$ cat config.mk
export PLATFORM = sky130hd
export DESIGN_NAME = mac_cmd_issuer
export DESIGN_NICKNAME = d
export VERILOG_FILES = /design/src/rtl/mac_cmd_issuer.sv
export SDC_FILE = /design/constraint.sdc
export NUM_CORES = 1
export LEC_CHECK = 0
export BUFFER_PORTS_ARGS = -buffer_cell sky130_fd_sc_hd__buf_2
export CORE_MARGIN = 1.5
export CORE_UTILIZATION = 46
export DETAILED_ROUTE_END_ITERATION = 10
export HOLD_SLACK_MARGIN = 0.1
export SYNTH_ARGS = -nofsm -noshare
export SYNTH_HDL_FRONTEND = slang
export SYNTH_SLANG_ARGS = --single-unit
$ cat constraint.sdc
create_clock -name clk -period 3.71 [get_ports clk]
set_input_delay 0.371 -clock clk [delete_from_list [all_inputs] [get_ports clk]]
set_output_delay 0.371 -clock clk [all_outputs]
set_load 0.005 [all_outputs]
$ cat src/rtl/mac_cmd_issuer.sv
// Command issuer for a MAC accelerator: buffers operand pairs in a 16-deep FIFO,
// sequences go / N-load / operand streaming / result capture / accelerator clear.
//
// state   | meaning
// IDLE    | waiting for a valid start
// GO      | one-cycle go strobe to the accelerator
// LOADN   | accelerator loads N; first pair popped onto a_out/b_out
// STREAM  | one operand pair presented per cycle, n_out cycles total
// WAIT    | waiting for eoc with a 63-cycle timeout
// CAPTURE | acc_in captured into result, done pulsed
// CLEAR   | acc_clr_n held low for two cycles
module mac_cmd_issuer (
  input  logic        clk,
  input  logic        rst_n,
  input  logic        op_wr,
  input  logic [7:0]  op_a,
  input  logic [7:0]  op_b,
  output logic        op_full,
  output logic [4:0]  op_count,
  input  logic        start,
  input  logic [4:0]  len,
  output logic        busy,
  output logic        done,
  output logic        err,
  output logic [19:0] result,
  output logic        go,
  output logic [4:0]  n_out,
  output logic [7:0]  a_out,
  output logic [7:0]  b_out,
  output logic        acc_clr_n,
  input  logic        eoc,
  input  logic [19:0] acc_in
);

  typedef enum logic [2:0] {
    S_IDLE, S_GO, S_LOADN, S_STREAM, S_WAIT, S_CAPTURE, S_CLEAR
  } state_t;

  state_t      r_state, w_state_nxt;
  logic [15:0] r_mem [16];
  logic [3:0]  r_rd_ptr, r_wr_ptr;
  logic [4:0]  r_count;
  logic [4:0]  r_pop_cnt;
  logic [5:0]  r_tmo;
  logic        r_clr_cnt;
  logic        r_pending;
  logic        r_err;
  logic        r_acc_clr_n;
  logic [19:0] r_result;
  logic [4:0]  r_n;
  logic [7:0]  r_a, r_b;

  logic w_push, w_pop, w_len_ok, w_start_ok, w_start_bad, w_timeout;

  // Pops run one edge ahead of STREAM so the registered pair is valid in the first STREAM cycle.
  assign w_pop       = (r_state == S_LOADN) || ((r_state == S_STREAM) && (r_pop_cnt != 5'd0));
  assign w_push      = op_wr && ((r_count != 5'd16) || w_pop);
  assign w_len_ok    = (len != 5'd0) && (len <= r_count);
  assign w_start_ok  = (r_state == S_IDLE) && start && w_len_ok;
  assign w_start_bad = (r_state == S_IDLE) && start && !w_len_ok;
  assign w_timeout   = (r_state == S_WAIT) && !eoc && (r_tmo == 6'd63);

  always_ff @(posedge clk or negedge rst_n) begin
    if (!rst_n) r_state <= S_IDLE;
    else        r_state <= w_state_nxt;
  end

  always_comb begin
    w_state_nxt = r_state;
    case (r_state)
      S_IDLE:    if (w_start_ok) w_state_nxt = eoc ? S_CLEAR : S_GO;
      S_GO:      w_state_nxt = S_LOADN;
      S_LOADN:   w_state_nxt = S_STREAM;
      S_STREAM:  if (r_pop_cnt == 5'd0) w_state_nxt = S_WAIT;
      S_WAIT: begin
        if (eoc)            w_state_nxt = S_CAPTURE;
        else if (w_timeout) w_state_nxt = S_CLEAR;
      end
      S_CAPTURE: w_state_nxt = S_CLEAR;
      S_CLEAR: begin
        // A start deferred by a stale eoc keeps clearing until eoc drops.
        if (r_clr_cnt) begin
          if (!r_pending) w_state_nxt = S_IDLE;
          else if (!eoc)  w_state_nxt = S_GO;
        end
      end
      default:   w_state_nxt = S_IDLE;
    endcase
  end

  always_ff @(posedge clk) begin
    if (w_push) r_mem[r_wr_ptr] <= {op_a, op_b};
  end

  always_ff @(posedge clk or negedge rst_n) begin
    if (!rst_n) begin
      r_rd_ptr    <= 4'd0;
      r_wr_ptr    <= 4'd0;
      r_count     <= 5'd0;
      r_a         <= 8'd0;
      r_b         <= 8'd0;
      r_n         <= 5'd0;
      r_pop_cnt   <= 5'd0;
      r_tmo       <= 6'd0;
      r_clr_cnt   <= 1'b0;
      r_pending   <= 1'b0;
      r_err       <= 1'b0;
      r_acc_clr_n <= 1'b0;
      r_result    <= 20'd0;
    end else begin
      if (w_push) r_wr_ptr <= r_wr_ptr + 4'd1;
      if (w_pop) begin
        {r_a, r_b} <= r_mem[r_rd_ptr];
        r_rd_ptr   <= r_rd_ptr + 4'd1;
      end
      case ({w_push, w_pop})
        2'b10:   r_count <= r_count + 5'd1;
        2'b01:   r_count <= r_count - 5'd1;
        default: r_count <= r_count;
      endcase

      if (w_start_ok) r_n <= len;

      if (r_state == S_LOADN)                           r_pop_cnt <= r_n - 5'd1;
      else if (r_state == S_STREAM && r_pop_cnt != 5'd0) r_pop_cnt <= r_pop_cnt - 5'd1;

      r_tmo     <= (r_state == S_WAIT) ? r_tmo + 6'd1 : 6'd0;
      r_clr_cnt <= (r_state == S_CLEAR) ? ~r_clr_cnt : 1'b0;

      if (w_start_ok)              r_pending <= eoc;
      else if (w_state_nxt == S_GO) r_pending <= 1'b0;

      if (r_state == S_WAIT && eoc) r_result <= acc_in;

      r_err       <= w_start_bad || w_timeout;
      r_acc_clr_n <= (w_state_nxt != S_CLEAR);
    end
  end

  assign op_full   = (r_count == 5'd16);
  assign op_count  = r_count;
  assign busy      = (r_state != S_IDLE);
  assign done      = (r_state == S_CAPTURE);
  assign go        = (r_state == S_GO);
  assign err       = r_err;
  assign result    = r_result;
  assign n_out     = r_n;
  assign a_out     = r_a;
  assign b_out     = r_b;
  assign acc_clr_n = r_acc_clr_n;

endmodule

; ---- After elaboration in Yosys (flattened, before gate mapping)
; Memory sizes are Yosys's and may differ from the RTL's. A register that Yosys moved wholly into a read port is not among the register bits.
; Index checks and enable logic that the tools add are counted.
[word_totals]
ram_bits = 256
reg_bits = 56
elab_cells = 76
in_bits = 46
output_inout_bits = 52
n_memories = 1
[mem_list]
columns = memory, depth, width, rd, rd_clocked_by_memory_dff, wr, line_no
row1 = r_mem, 16, 16, 1, 1, 1, 40  ; logic [15:0] r_mem [16];
[classes]
n_lt_le_gt_ge = 1
bitwise_logic = 1
n_eq_ne = 13
add_sub_neg = 7
n_reduce_logical = 23
muxes = 18
[op_table]
columns = op, n
row1 = 3-bit two-way mux, 8
row2 = 3-bit case mux with 7 select lines, 1
row3 = "5-bit by 1-bit subtractor with 5-bit output, second input constant", 3
row4 = 5-bit two-way mux, 2
row5 = 5-bit case mux with 2 select lines, 1
row6 = 5-bit nonzero test, 2
row7 = "3-bit == test, second input constant", 3
row8 = 1-bit logical AND, 9
row9 = "4-bit by 1-bit adder with 4-bit output, second input constant", 2
row10 = "6-bit by 1-bit adder with 6-bit output, second input constant", 1
row11 = "3-bit by 1-bit == test with 1-bit output, second input constant", 2
row12 = "3-bit by 2-bit == test with 1-bit output, second input constant", 2
row13 = "6-bit == test, second input constant", 1
row14 = 6-bit two-way mux, 1
row15 = 2-bit nonzero test, 3
row16 = "5-bit by 1-bit adder with 5-bit output, second input constant", 1
row17 = "5-bit == test, second input constant", 1
row18 = 5-bit less-or-equal comparator, 1
row19 = 5-bit logical NOT, 1
row20 = 1-bit two-way mux, 5
row21 = "5-bit inequality test, second input constant", 1
row22 = 1-bit logical NOT, 3
row23 = 3-bit logical NOT, 1
row24 = 1-bit logical OR, 3
row25 = 5 further kinds, 5

; ---- Longest topological paths before layout
; Gate-level depths: netlist of run 1.
[logic_depth]
ltp_word = 9
depth_mapped = 15
mapped_depth_nobuf = 13

; ---- Least setup slack after synthesis of run 1
; Ideal clock, no wire load.
[synth_path]
path_kind = flip-flop to flip-flop
from = register r_state[2]
to = memory r_mem[4][0] (enable)
t_arrival_ns = 2.869
setup_time_ns = 0.436
n_path_buf = 1
required_time_ns = 3.274
path_slack_ns = 0.405
path_stages_with_launch = 7
synth_period_minus_slack_ns = 3.305
path_cell_list = dfrtp_1 > nand2b_2 > nand2b_1 > buf_4 > inv_4 > o31ai_4 > nor4b_1
[synth_via]
elab_chain_cells = 7
word_cells_on_any_way = 8
cone_classes = eq/ne: 2 / mux: 2 / reduce/logical: 4
[synth_lines]
columns = item, line_no
row1 = from (decl), 39  ; state_t r_state, w_state_nxt;
row2 = from (signal assigned), 65  ; else r_state <= w_state_nxt;
row3 = 3-bit by 2-bit == test with 1-bit output, 56  ; assign w_pop = (r_state == S_LOADN) || ((r_state == S_STREAM) && (r_pop_cnt != 5'd0));
row4 = 1-bit logical AND, 56
row5 = 1-bit logical OR (*), 56
row6 = 1-bit logical OR (*), 57  ; assign w_push = op_wr && ((r_count != 5'd16) || w_pop);
row7 = 1-bit logical AND (*), 57
row8 = 1-bit two-way mux (*), 92  ; if (w_push) r_mem[r_wr_ptr] <= {op_a, op_b};
row9 = 1-bit two-way mux (implied by the code) (*), 92
row10 = to (decl), 40
; Mark *: on every way between the ends. The rest lies on a longest branch, timed or not.

; ---- Worst setup path in the final report of run 1
[layout_path]
from = register r_state[0]
to = register r_count[4], in the netlist op_count[4]
[layout_via]
elab_chain_cells = 7
word_cells_on_any_way = 10
cone_classes = eq/ne: 4 / mux: 1 / reduce/logical: 5
[layout_lines]
columns = item, line_no
row1 = 3-bit by 2-bit == test with 1-bit output, 56
row2 = 1-bit logical AND, 56
row3 = 1-bit logical OR (*), 56
row4 = 1-bit logical OR, 57
row5 = 1-bit logical AND, 57
row6 = 2-bit by 1-bit == test with 1-bit output or 2-bit == test (tied branches), 116  ; case ({w_push, w_pop})
row7 = 5-bit case mux with 2 select lines or 2-bit nonzero test (tied branches), n/a
row8 = to (signal assigned), 117  ; 2'b10: r_count <= r_count + 5'd1;
row9 = to (signal assigned), 118  ; 2'b01: r_count <= r_count - 5'd1;
row10 = to (signal assigned), 119  ; default: r_count <= r_count;
row11 = to (decl), 42  ; logic [4:0] r_count;
; Marks and branches as above.
; A chain may end at the register's enable or synchronous reset.

==> results of run 1 <==
stage by stage:
stage | util | cells | hold slack, ps
6_report | 0.5513 | 1250 | 117.5
5_1_grt | 0.5513 | 1250 | 102.9
4_1_cts | 0.5513 | 1250 | 100.1
3_5_place_dp | 0.5050 | 1175 | 489.5
3_3_place_gp | 0.5050 | 1175 | 466.0
2_1_floorplan | - | 721 | 75.41
synthesized netlist by cell type, types with 4 or more instances:
cell type  instances
mux4_2            64
xor2_1             7
ha_1              16
nor2_1            22
buf_6              5
dfrtp_1           72
clkbuf_1          13
o21ai_0           13
edfxtp_1         256
nand3_1           11
mux2_2            41
nor2b_1           21
buf_2             17
and2_1             4
nand2_1           22
a211oi_1          17
inv_1             18
xnor2_1            8
a21oi_1           23
o22ai_1           16
and3_1             5
nor3_1             7
power by group:
part	internal [mW]	switching, mW
clock network	2.16	1.35
registers	4.64	0.581
logic	1.79	1.91
sequential cells by signal (all words and copies together), names as in the netlist, 3 cells and up:
| name | flops |
|---|---|
| r_mem | 256 |
| r_rd_ptr | 4 |
| r_state | 3 |
| b_out | 8 |
| r_tmo | 6 |
| a_out | 8 |
| op_count | 5 |
| r_wr_ptr | 4 |
| r_pop_cnt | 5 |
| n_out | 5 |
| result | 20 |
worst min path at each step:
stage,start,endpoint,slack (ps),cells past startpoint
finish,acc_in[10],result[10],120,2
global route,acc_in[6],result[6],100,2
floorplan,rst_n,a_out[0],80,0
detailed placement,result[3],result[3],490,1
global placement,r_tmo[0],r_tmo[0],470,1
CTS,acc_in[10],result[10],100,2
per-layer routing:
metal  track usage  vias up  share of wire
met5             0        -              0
met4       0.06049        0          0.025
met3       0.02976       46          0.055
met2        0.3154      220           0.48
met1        0.2817     3610           0.44
li1              -     3113              -
cells by family after synthesis:
logic type	after synthesis
AOI/OAI and AO/OA	86
xor gates and xnor gates	15
adders and majority gates	17
buffers and inverters	57
DFF	328
muxes	109
and+or+nand+nor	109
final cells by class:
cell class                 instances  area, um^2  area share
timing repair buffer             125       750.7     0.04862
tap                              378       473.0     0.03063
sequential                       328        9495      0.6149
clock buffer                      49        1041     0.06742
multi-input combinational        336        3463      0.2243
clock inverter                    15       143.9    0.009319
inverter                          19       73.82    0.004781
timing repair:
| action | in CTS | in global routing |
|---|---|---|
| endpoints found under the hold margin | 82 | 0 |
| resized for setup | 0 | 0 |
| hold buffers | 11 | 0 |
==> summary.md, run 1 <==
| Metric | Value |
|---|---|
| Number of vias per cell | about 5.6 |
| Initial Utilization | 0.4716 |
| Post-Synth Simple-Gate Area | 0.04338 |
| XOR/XNOR share of the synthesized area | 0.009945 |
| Die Footprint | between 20,000 and 30,000 um^2 |
| Worst rel slew slack | 0.3417 |
| Crit path max-delay cell type | dfrtp_1 |
| Tot Pwr | 12.44 mW |
| Adder-Cell Fraction of Synth Area | 0.01667 |
| Diodes inserted | 0 |
| Clk buf depth | 3 |
| First-pass GRT wire length | 42,690 um |
| Mux contribution to synthesized area | 0.1472 |
| Final worst slack | 509.8 ps |
| Worst path top cell family by delay | simple AND/OR/NAND/NOR gates |
| Die Height | 172.5 um |
| Root Driver | clkbuf_16 |
| Largest net degree at the start of global routing | 73 |
| Clock skew | 10.25 ps |
| Fin. max-slew vios | 0 |
| Worst EP arrival | roughly 3600 ps |
| CP cell instances | nor2b_1 -> nand3_1 -> nand2b_1 -> inv_4 -> o31ai_4 -> ha_1 -> inv_1 -> fa_1 -> nor2b_1 -> o21ai_0 -> nand3_1 -> or3b_2 -> xnor2_1 |
| Min Tclk post-route | 3200 ps |
| Final Hold Viols | 0 |
| DR WL/cell | 22.47 um |
| Area share of the largest cell type after synthesis | 0.5819 |
| Antenna violations before repair | 0 |
| Crit Path Category | reg -> reg |
| Most common cell after layout, fill and taps aside | edfxtp_1 |
| Post-synthesis cell type count | 51 |
| Data required, critical path | 4100 ps |
| Final setup viols | 0 |
| Worst path bufs/invs | 2 |
| Overflow after GRT | 0 |
| Sequential area share after synthesis | 0.7183 |
| Clk sink count | 328 |
| Nets | 909 |
| Final period util | 0.8626 |
| Critical Path Max Stage Delay | a little over 500 ps |
| Largest family of logic cells by synthesized area | multiplexers |
| DRC Markers | 0 |
| Setup total negative slack | 0 ps |
| CP endpoint | op_count[4] |
| DRT Pass-1 Iters | 5 |
| PwrDens | 805.8 nW/um^2 |
| Mapped Area | 13,210 um^2 |
| Syn_nets | 784 |
| Max VDD drop | 0.3312 mV |
| HP Class | in -> reg |
| Worst Tran Pin Value | 987.5 ps |
| TritonCTS Buffers | 36 |
| Main flop type after synthesis | edfxtp_1 |
| Compound-Gate Fraction of Synth Area | 0.04281 |
| Async S/R FF share, synth | 0.2195 |
| DP Area | 14,150 um^2 |
| Routed WL | 28,090 um |
| Fin area | 15,440 um^2 |
| Top post-synthesis cells by area | edfxtp_1, dfrtp_1, mux4_2, mux2_2, ha_1 |
| Worst setup EP type | flop |
| Layout cells sized above 1 | 0.3303 |
| Drt initial violations | between 300 and 400 |
| Cell taking the most area after synthesis | edfxtp_1 |
| Reg2reg path depth | 13 |
| PortBufs | 97 |
| Post-DP HPWL | 17,290 um |
| Htree depth | 2 |
| Reg-to-reg endpoint | op_count[4] |
| Leak | ~5.5 nW |
| Register bit total from synthesis | 328 |
| Die width | around 170 um |
| Critical R2R Launch | r_state[0] |
| Commonest non-fill, non-tap cells in the layout | edfxtp_1, buf_2, dfrtp_1, mux4_2, mux2_2 |
| Number of setup buffers added after CTS | 0 |
| Run status | completed |
| Clock input transition at the sequential cells of the worst setup and hold paths | 60 ps |
| Worst slack, placed | about 540 ps |
| P&R area growth vs syn | 16.89% |
| Crit. Startpoint | r_state[0] |
| Vias in the first global route | a little over 7,000 |
| Unrepaired setup endpoints after global routing | no |
| Fmax achieved | 312.5 MHz |
| Max-cap violations | 0 |
| Syn Area/Cell | between 15 and 20 um^2 |
| Insertion delay to the later sink of the worst-skew pair | 500 ps |
| Final GP Congestion | 0.8291 |
| Synth warn | 0 |
| Critical Path Stages | 13 |
| CP Launch Type | flop |
| Synthesized instance count | 721 |
| GRT Overall Usage | 0.1974 |
| Core Area | 28,010 um^2 |
| Remaining antenna violation count after routing | 0 |
| CTS tree | built |
| Cell Rows | between 60 and 70 |
| Io pins | about 100 |
| Via count | 6,989 |
| R2R setup slack | 510 ps |
| Filler cell count | 2,212 |
| CP Max Fanout | 11 |
| Post-synth EDFFs | 256 |
(Power assumes the default switching activity.)
==> run 2: changes to the inputs <==
- ABC_AREA: default -> 1
==> summary.md, run 2 <==
| Metric | Value |
|---|---|
| PwrDens | 812.3 nW/um^2 (+0.81%) |
| Clock power frac | 0.271 (-0.012) |
| Async S/R FF share, synth | 0.2195 (unchanged) |
| Data required, critical path | 4140 ps (+40 ps) |
| Most common cell after layout, fill and taps aside | edfxtp_1 |
| PortBufs | 97 (unchanged) |
| Number of setup buffers added after CTS | 0 (unchanged) |
| Max-cap violations | 0 (unchanged) |
| Min Tclk post-route | 2601 ps (-599.7 ps) |
| Fmax achieved | 384.5 MHz (+23%) |
| Remaining antenna violation count after routing | 0 (unchanged) |
| Fin. max-slew vios | 0 (unchanged) |
| TritonCTS Buffers | 36 (unchanged) |
| Syn_nets | 1,195 (+52%) |
| Top post-synthesis cells by area | edfxtp_1, dfrtp_1, nand2_1, o21ai_0, nor2_1 |
| Worst hold slack | 138.3 ps (+20.78 ps) |
| Worst setup EP type | flop |
| Comb pwr share | 0.340 (+0.042) |
| Largest family of logic cells by synthesized area | simple AND/OR/NAND/NOR gates |
| Clk sink count | 328 (unchanged) |
| Number of vias per cell | 5.360 (-4.1%) |
| Clk buf depth | 3 (unchanged) |
| Worst slack, placed | 1169 ps (+630.7 ps) |
| Reg2reg path depth | 15 (+2) |
| CP Max Fanout | 25 (+14) |
| Mapped Area | 13,360 um^2 (+1.2%) |
| Hold Startpoint | len[4] |
| DR WL/cell | 19.10 um (-15%) |
| Die width | 173.4 um (+0.57%) |
| Filler cell count | 2,446 (+11%) |
| Commonest non-fill, non-tap cells in the layout | edfxtp_1, nand2_1, nor2_1, o21ai_0, buf_2 |
| Main flop type after synthesis | edfxtp_1 |
| Sw Pwr | 4.662 mW (+21%) |
| Worst hold path depth | 3 (+1) |
| Top-count cell post-synth | edfxtp_1 |
| Post-Synth Simple-Gate Area | 0.1238 (+0.08040) |
| Final Hold Viols | 0 (unchanged) |
| Synthesized instance count | 1,132 (+57%) |
| Largest net degree at the start of global routing | 140 (+92%) |
| Via count | 8,935 (+28%) |
| WHS Endpoint | n_out[4] |
| Vias in the first global route | 8,918 (+24%) |
| Crit Path Category | reg -> reg |
| Max VDD drop | 0.5624 mV (+70%) |
| Diodes inserted | 0 (unchanged) |
| Clock skew | 25.64 ps (+15.39 ps) |
| Final setup viols | 0 (unchanged) |
| Adder-Cell Fraction of Synth Area | 0.01648 (-0.0001904) |
| Layout cells sized above 1 | 0.1629 (-0.1674) |
| Final period util | 0.7010 (-0.1616) |
| Synth top cells by count | edfxtp_1, nand2_1, nor2_1 |
| Mux contribution to synthesized area | 0 (-0.1472) |
| Leak | 6.076 nW (+10%) |
| P&R area growth vs syn | 17.51% |
| Worst rel slew slack | 0.3299 (-0.01181) |
| Area share of the largest cell type after synthesis | 0.5753 (-0.006647) |
| Post-synthesis cell type count | 37 (-27%) |
| Reg-to-reg endpoint | op_count[4] |
| Final worst slack | 1109 ps (+599.7 ps) |
| Worst EP arrival | 3030 ps (-560 ps) |
| Post-DP HPWL | 18,580 um (+7.5%) |
| Compound-Gate Fraction of Synth Area | 0.1070 (+0.06421) |
| Initial Utilization | 0.4668 (-0.004789) |
| Die Footprint | 30,080 um^2 (+1.1%) |
| Cell Rows | 62 (+1.6%) |
| Sequential area share after synthesis | 0.7101 (-0.008206) |
| Die Height | 173.4 um (+0.57%) |
| Max reg flops | 256 (unchanged) |
| Drt initial violations | 649 (+68%) |
| CP Launch Type | flop |
| HP Class | in -> reg |
| Final GP Congestion | 0.8222 (-0.83%) |
| Antenna violations before repair | 0 (unchanged) |
| Synth warn | 0 (unchanged) |
| CTS tree | built |
| Biggest register | r_mem |
| Post-synth EDFFs | 256 (unchanged) |
| Core Area | 28,630 um^2 (+2.2%) |
| Part of the power in registers | 0.389 (-0.030) |
| XOR/XNOR share of the synthesized area | 0.007210 (-0.002735) |
| Critical R2R Launch | r_state[0] |
| Register bit total from synthesis | 328 (unchanged) |
| Setup total negative slack | 0 ps (unchanged) |
| Syn Area/Cell | 11.80 um^2 (-36%) |
| R2R setup slack | 1110 ps (+600 ps) |
| Unrepaired setup endpoints after global routing | no |
| Run status | completed |
| Root Driver | clkbuf_16 |
| Htree depth | 2 (unchanged) |
| Sw frac | 0.3655 (+0.05642) |
| Insertion delay to the later sink of the worst-skew pair | 520 ps (+20 ps) |
| Overflow after GRT | 0 (unchanged) |
| Nets | 1,318 (+45%) |
| Internal power | 8.093 mW (-5.9%) |
| DRC Markers | 0 (unchanged) |
| Routed WL | 31,840 um (+13%) |
| First-pass GRT wire length | 50,180 um (+18%) |
| DRT Pass-1 Iters | 4 (-1) |
| Worst Tran Pin Value | 1004 ps (+16.63 ps) |
| Io pins | 98 (unchanged) |
| Cell taking the most area after synthesis | edfxtp_1 |
| GRT Overall Usage | 0.2162 (+0.01883) |
| Clock input transition at the sequential cells of the worst setup and hold paths | 60 ps (about the same) |
[run 2: cell types whose count changed in the layout (fill, tap and decap cells not counted), moves of 41 or more]
cell      delta
nand2_1    +173
nor2_1     +133
o21ai_0    +124
mux4_2      -64
o221ai_1    +46
mux2_2      -41
[run 2: critical path, cell delays in order (launching register included)]
cell and delay (ps):
dfrtp_1 480, nor3_4 300, a21oi_4 60, buf_4 230, inv_2 80, ha_1 230
inv_1 110, fa_1 360, inv_1 90, a21oi_1 70, nor2_1 90, nor2_1 60
nand2_1 50, nand2_1 40, nor2_1 100, xor2_1 150
[run 2: metrics by stage]
stage                     instances    util  power [mW]  cell area (um^2)
after floorplan                1132       -       7.817             13360
final                          1667  0.5486       12.76             15700
after global placement         1577  0.5002       9.285             14320
after global routing           1667  0.5486       13.58             15700
after CTS                      1667  0.5486       12.87             15700
after detailed placement       1577  0.5002       9.366             14320
[run 2: routing by layer]
layer / wire length [um] / up-vias / track usage / share of wire
li1: - / 4251 / - / -
met1: 14090 / 4424 / 0.2900 / 0.44
met2: 15610 / 205 / 0.3619 / 0.49
met3: 1308 / 55 / 0.03070 / 0.041
met4: 829 / 0 / 0.07609 / 0.026
met5: 0 / - / 0 / 0
[run 2: repair_timing]
item                                   in CTS  in global routing
setup endpoints to repair                   0                  0
hold buffers                               24                  0
endpoints found under the hold margin      95                  0
gates resized for setup                     0                  0
[run 2: kinds of logic (layout without fill, tap and decap cells)]
logic type,after synthesis,count (layout)
adders and majority gates,17,17
buffers and inverters,118,269
DFF,328,328
AOI/OAI and AO/OA,244,244
and+or+nand+nor,414,414
xor gates and xnor gates,11,11
[run 2: final cells by class]
type | count | area (um^2) | share of cell area
Sequential cell | 328 | 9494 | 0.6046
Timing Repair Buffer | 146 | 928.4 | 0.05912
Clock buffer | 45 | 955.9 | 0.06088
Inverter | 57 | 215.2 | 0.01371
Clock inverter | 21 | 187.7 | 0.01195
Multi-Input combinational cell | 686 | 3441 | 0.2191
Tap cell | 384 | 480.5 | 0.03060
[run 2: worst max path at each step]
stage | startpoint | endpoint | slack [ps] | cells past startpoint
after floorplan | r_state[0] | op_count[4] | 1300 | 16
after detailed placement | r_state[0] | op_count[4] | 1170 | 15
after CTS | r_state[0] | op_count[4] | 1110 | 15
after global placement | r_state[0] | op_count[4] | 1180 | 15
final | r_state[0] | op_count[4] | 1110 | 15
after global routing | r_state[0] | op_count[4] | 860 | 15
[run 2: power by group through the flow]
stage	Combinational (mW)	Sequential, mW	Clock, mW
2_1_floorplan	2.84	4.98	0
3_3_place_gp	4.27	5.01	0
3_5_place_dp	4.33	5.03	0
4_1_cts	4.38	4.96	3.53
5_1_grt	4.88	5.03	3.67
6_report	4.33	4.96	3.46
==> run 3: changes to the inputs <==
- clock period: 3.71 -> 2.4 ns (I/O delays scaled with it)
==> summary.md, run 3 (same netlist as run 2, synthesis figures left out) <==
| Metric | Value |
|---|---|
| Run status | completed |
| P&R area growth vs syn | 22.63% |
| Worst rel slew slack | 0.6268 (+0.2970) |
| Number of vias per cell | 5.362 (about the same) |
| Insertion delay to the later sink of the worst-skew pair | 520 ps (about the same) |
| CP Launch Type | flop |
| HP Class | in -> reg |
| Vias in the first global route | 8,940 (+0.25%) |
| PortBufs | 97 (unchanged) |
| Commonest non-fill, non-tap cells in the layout | edfxtp_1, nand2_1, nor2_1, o21ai_0, buf_2 |
| Clock input transition at the sequential cells of the worst setup and hold paths | 60 ps (about the same) |
| Initial Utilization | 0.4668 (unchanged) |
| DRC Markers | 0 (unchanged) |
| DRT Pass-1 Iters | 5 (+1) |
| Layout cells sized above 1 | 0.1909 (+0.02798) |
| Cell Rows | 62 (unchanged) |
| Largest net degree at the start of global routing | 93 (-34%) |
| Die Height | 173.4 um (unchanged) |
| Worst hold path depth | 1 (-2) |
| Clk sink count | 328 (unchanged) |
| Post-DP HPWL | 19,390 um (+4.3%) |
| WHS Endpoint | r_mem[3][11] |
| Final period util | 0.9383 (+0.2374) |
| Root Driver | clkbuf_16 |
| Drt initial violations | 725 (+12%) |
| Die width | 173.4 um (unchanged) |
| DR WL/cell | 18.84 um (-1.4%) |
| First-pass GRT wire length | 50,390 um (+0.43%) |
| Max VDD drop | 0.6172 mV (+9.7%) |
| Nets | 1,350 (+2.4%) |
| DP Area | 14,660 um^2 (+2.4%) |
| Reg-to-reg endpoint | op_count[4] |
| Hold Startpoint | op_a[3] |
| PwrDens | 1290 nW/um^2 (+59%) |
| Remaining antenna violation count after routing | 0 (unchanged) |
| Die Footprint | 30,080 um^2 (unchanged) |
| Max reg flops | 256 (unchanged) |
| Biggest register | r_mem |
| GRT Overall Usage | 0.2149 (-0.001325) |
| Worst Tran Pin Value | 558.4 ps (-445.7 ps) |
| Io pins | 98 (unchanged) |
| Via count | 9,110 (+2.0%) |
| Fin. max-slew vios | 0 (unchanged) |
| Routed WL | 32,010 um (+0.53%) |
| Overflow after GRT | 0 (unchanged) |
| CTS tree | built |
| R2R setup slack | 150 ps (-960 ps) |
| Worst setup EP type | flop |
| Core Area | 28,630 um^2 (unchanged) |
| Data required, critical path | 2790 ps (-1350 ps) |
| Register area | 9494 um^2 (unchanged) |
| Fin area | 16,390 um^2 (+4.4%) |
| Htree depth | 2 (unchanged) |
| Multi-input gate area | 3495 um^2 (+1.6%) |
| Final GP Congestion | 0.8073 (-1.8%) |
| Antenna violations before repair | 1 (+1) |
| Min Tclk post-route | 2252 ps (-348.5 ps) |
| Diodes inserted | 0 (unchanged) |
| Crit Path Category | reg -> reg |
| Reg2reg path depth | 14 (-1) |
| Fmax achieved | 444.1 MHz (+15%) |
| Leak | 6.363 nW (+4.7%) |
| Most common cell after layout, fill and taps aside | edfxtp_1 |
| Worst EP arrival | 2650 ps (-380 ps) |
| TritonCTS Buffers | 36 (unchanged) |
| Filler cell count | 2,382 (-2.6%) |
| Fin util | 0.5725 (+0.02391) |
| Clk buf depth | 3 (unchanged) |
| CP Max Fanout | 4 (-84%) |
| Final Hold Viols | 0 (unchanged) |
| Max-cap violations | 0 (unchanged) |
| Critical R2R Launch | r_state[0] |
| Clock skew | 19.75 ps (-5.889 ps) |
| Final setup viols | 0 (unchanged) |
run 3: changes by cell type in the layout (fill, tap and decap cells not counted), moves of 3 or more:
cell / previous run / this run
inv_6: 3 / 0
bufinv_16: 3 / 9
clkbuf_1: 8 / 3
inv_2: 7 / 11
buf_4: 25 / 37
inv_1: 46 / 42
buf_12: 1 / 16
clkinv_2: 9 / 5
dlygate4sd3_1: 24 / 29
run 3: how the worst max path moves through the flow:
stage / start / to / slack (ps) / cells past startpoint
floorplan: r_state[0] / op_count[4] / 5 / 16
global placement: r_pop_cnt[3] / op_count[4] / 70 / 16
detailed placement: r_pop_cnt[3] / op_count[4] / -20 / 16
CTS: r_pop_cnt[3] / op_count[4] / 50 / 16
global route: op_count[3] / op_count[4] / -9 / 15
finish: r_state[0] / op_count[4] / 150 / 14
run 3: layout make-up:
cell class,instances,area share
repair buffers,178,0.08353
clock buffers,43,0.06040
clock inverters,23,0.02100
flip-flops and latches,328,0.5794
multi-input cells,686,0.2133
inverters,57,0.01313
well taps,384,0.02932
run 3: what timing repair did:
item                                    CTS  global route
setup buffers                             1             6
pin swaps                                 1             9
gates resized for setup                   4             9
endpoints found under the hold margin   106             0
endpoints found under the setup margin    9             1
hold buffers                             29             0
run 3: power by group:
group	total, mW	switching (mW)	internal [mW]	leakage, nW
logic	7.38	4.75	2.63	2.51
clock network	6.12	2.21	3.91	0.649
registers	7.64	0.463	7.17	3.21
run 3: critical path, stage by stage, from the launching register on:
cell and delay [ps]:
dfrtp_1 420, nor3_4 270, a21oi_4 70, buf_4 160
inv_2 70, ha_4 170, inv_2 50, fa_2 330
inv_2 70, a21oi_2 40, nor2_1 80, nor2_1 60
nor2_1 120, nor2_2 60, xor2_1 150
run 3: per-stage QoR:
stage	std cells	hold slack, ps	total power [mW]	setup TNS (ps)	worst slack [ps]
after floorplan	1132	-55.59	12.09	0	4.790
after global placement	1597	212.3	14.78	0	68.06
after detailed placement	1597	216.3	14.90	-24.56	-24.56
after CTS	1693	100.7	21.15	0	47.06
after global routing	1699	109.6	22.38	-9.452	-9.452
final	1699	116.8	21.14	0	148.0
run 3: layer usage:
metal  vias up  track usage  share of wire
met3        54      0.02895          0.048
met1      4456       0.2926           0.43
li1       4320            -              -
met4         2      0.06667          0.024
met2       278       0.3603           0.50
met5         -            0        0.00044
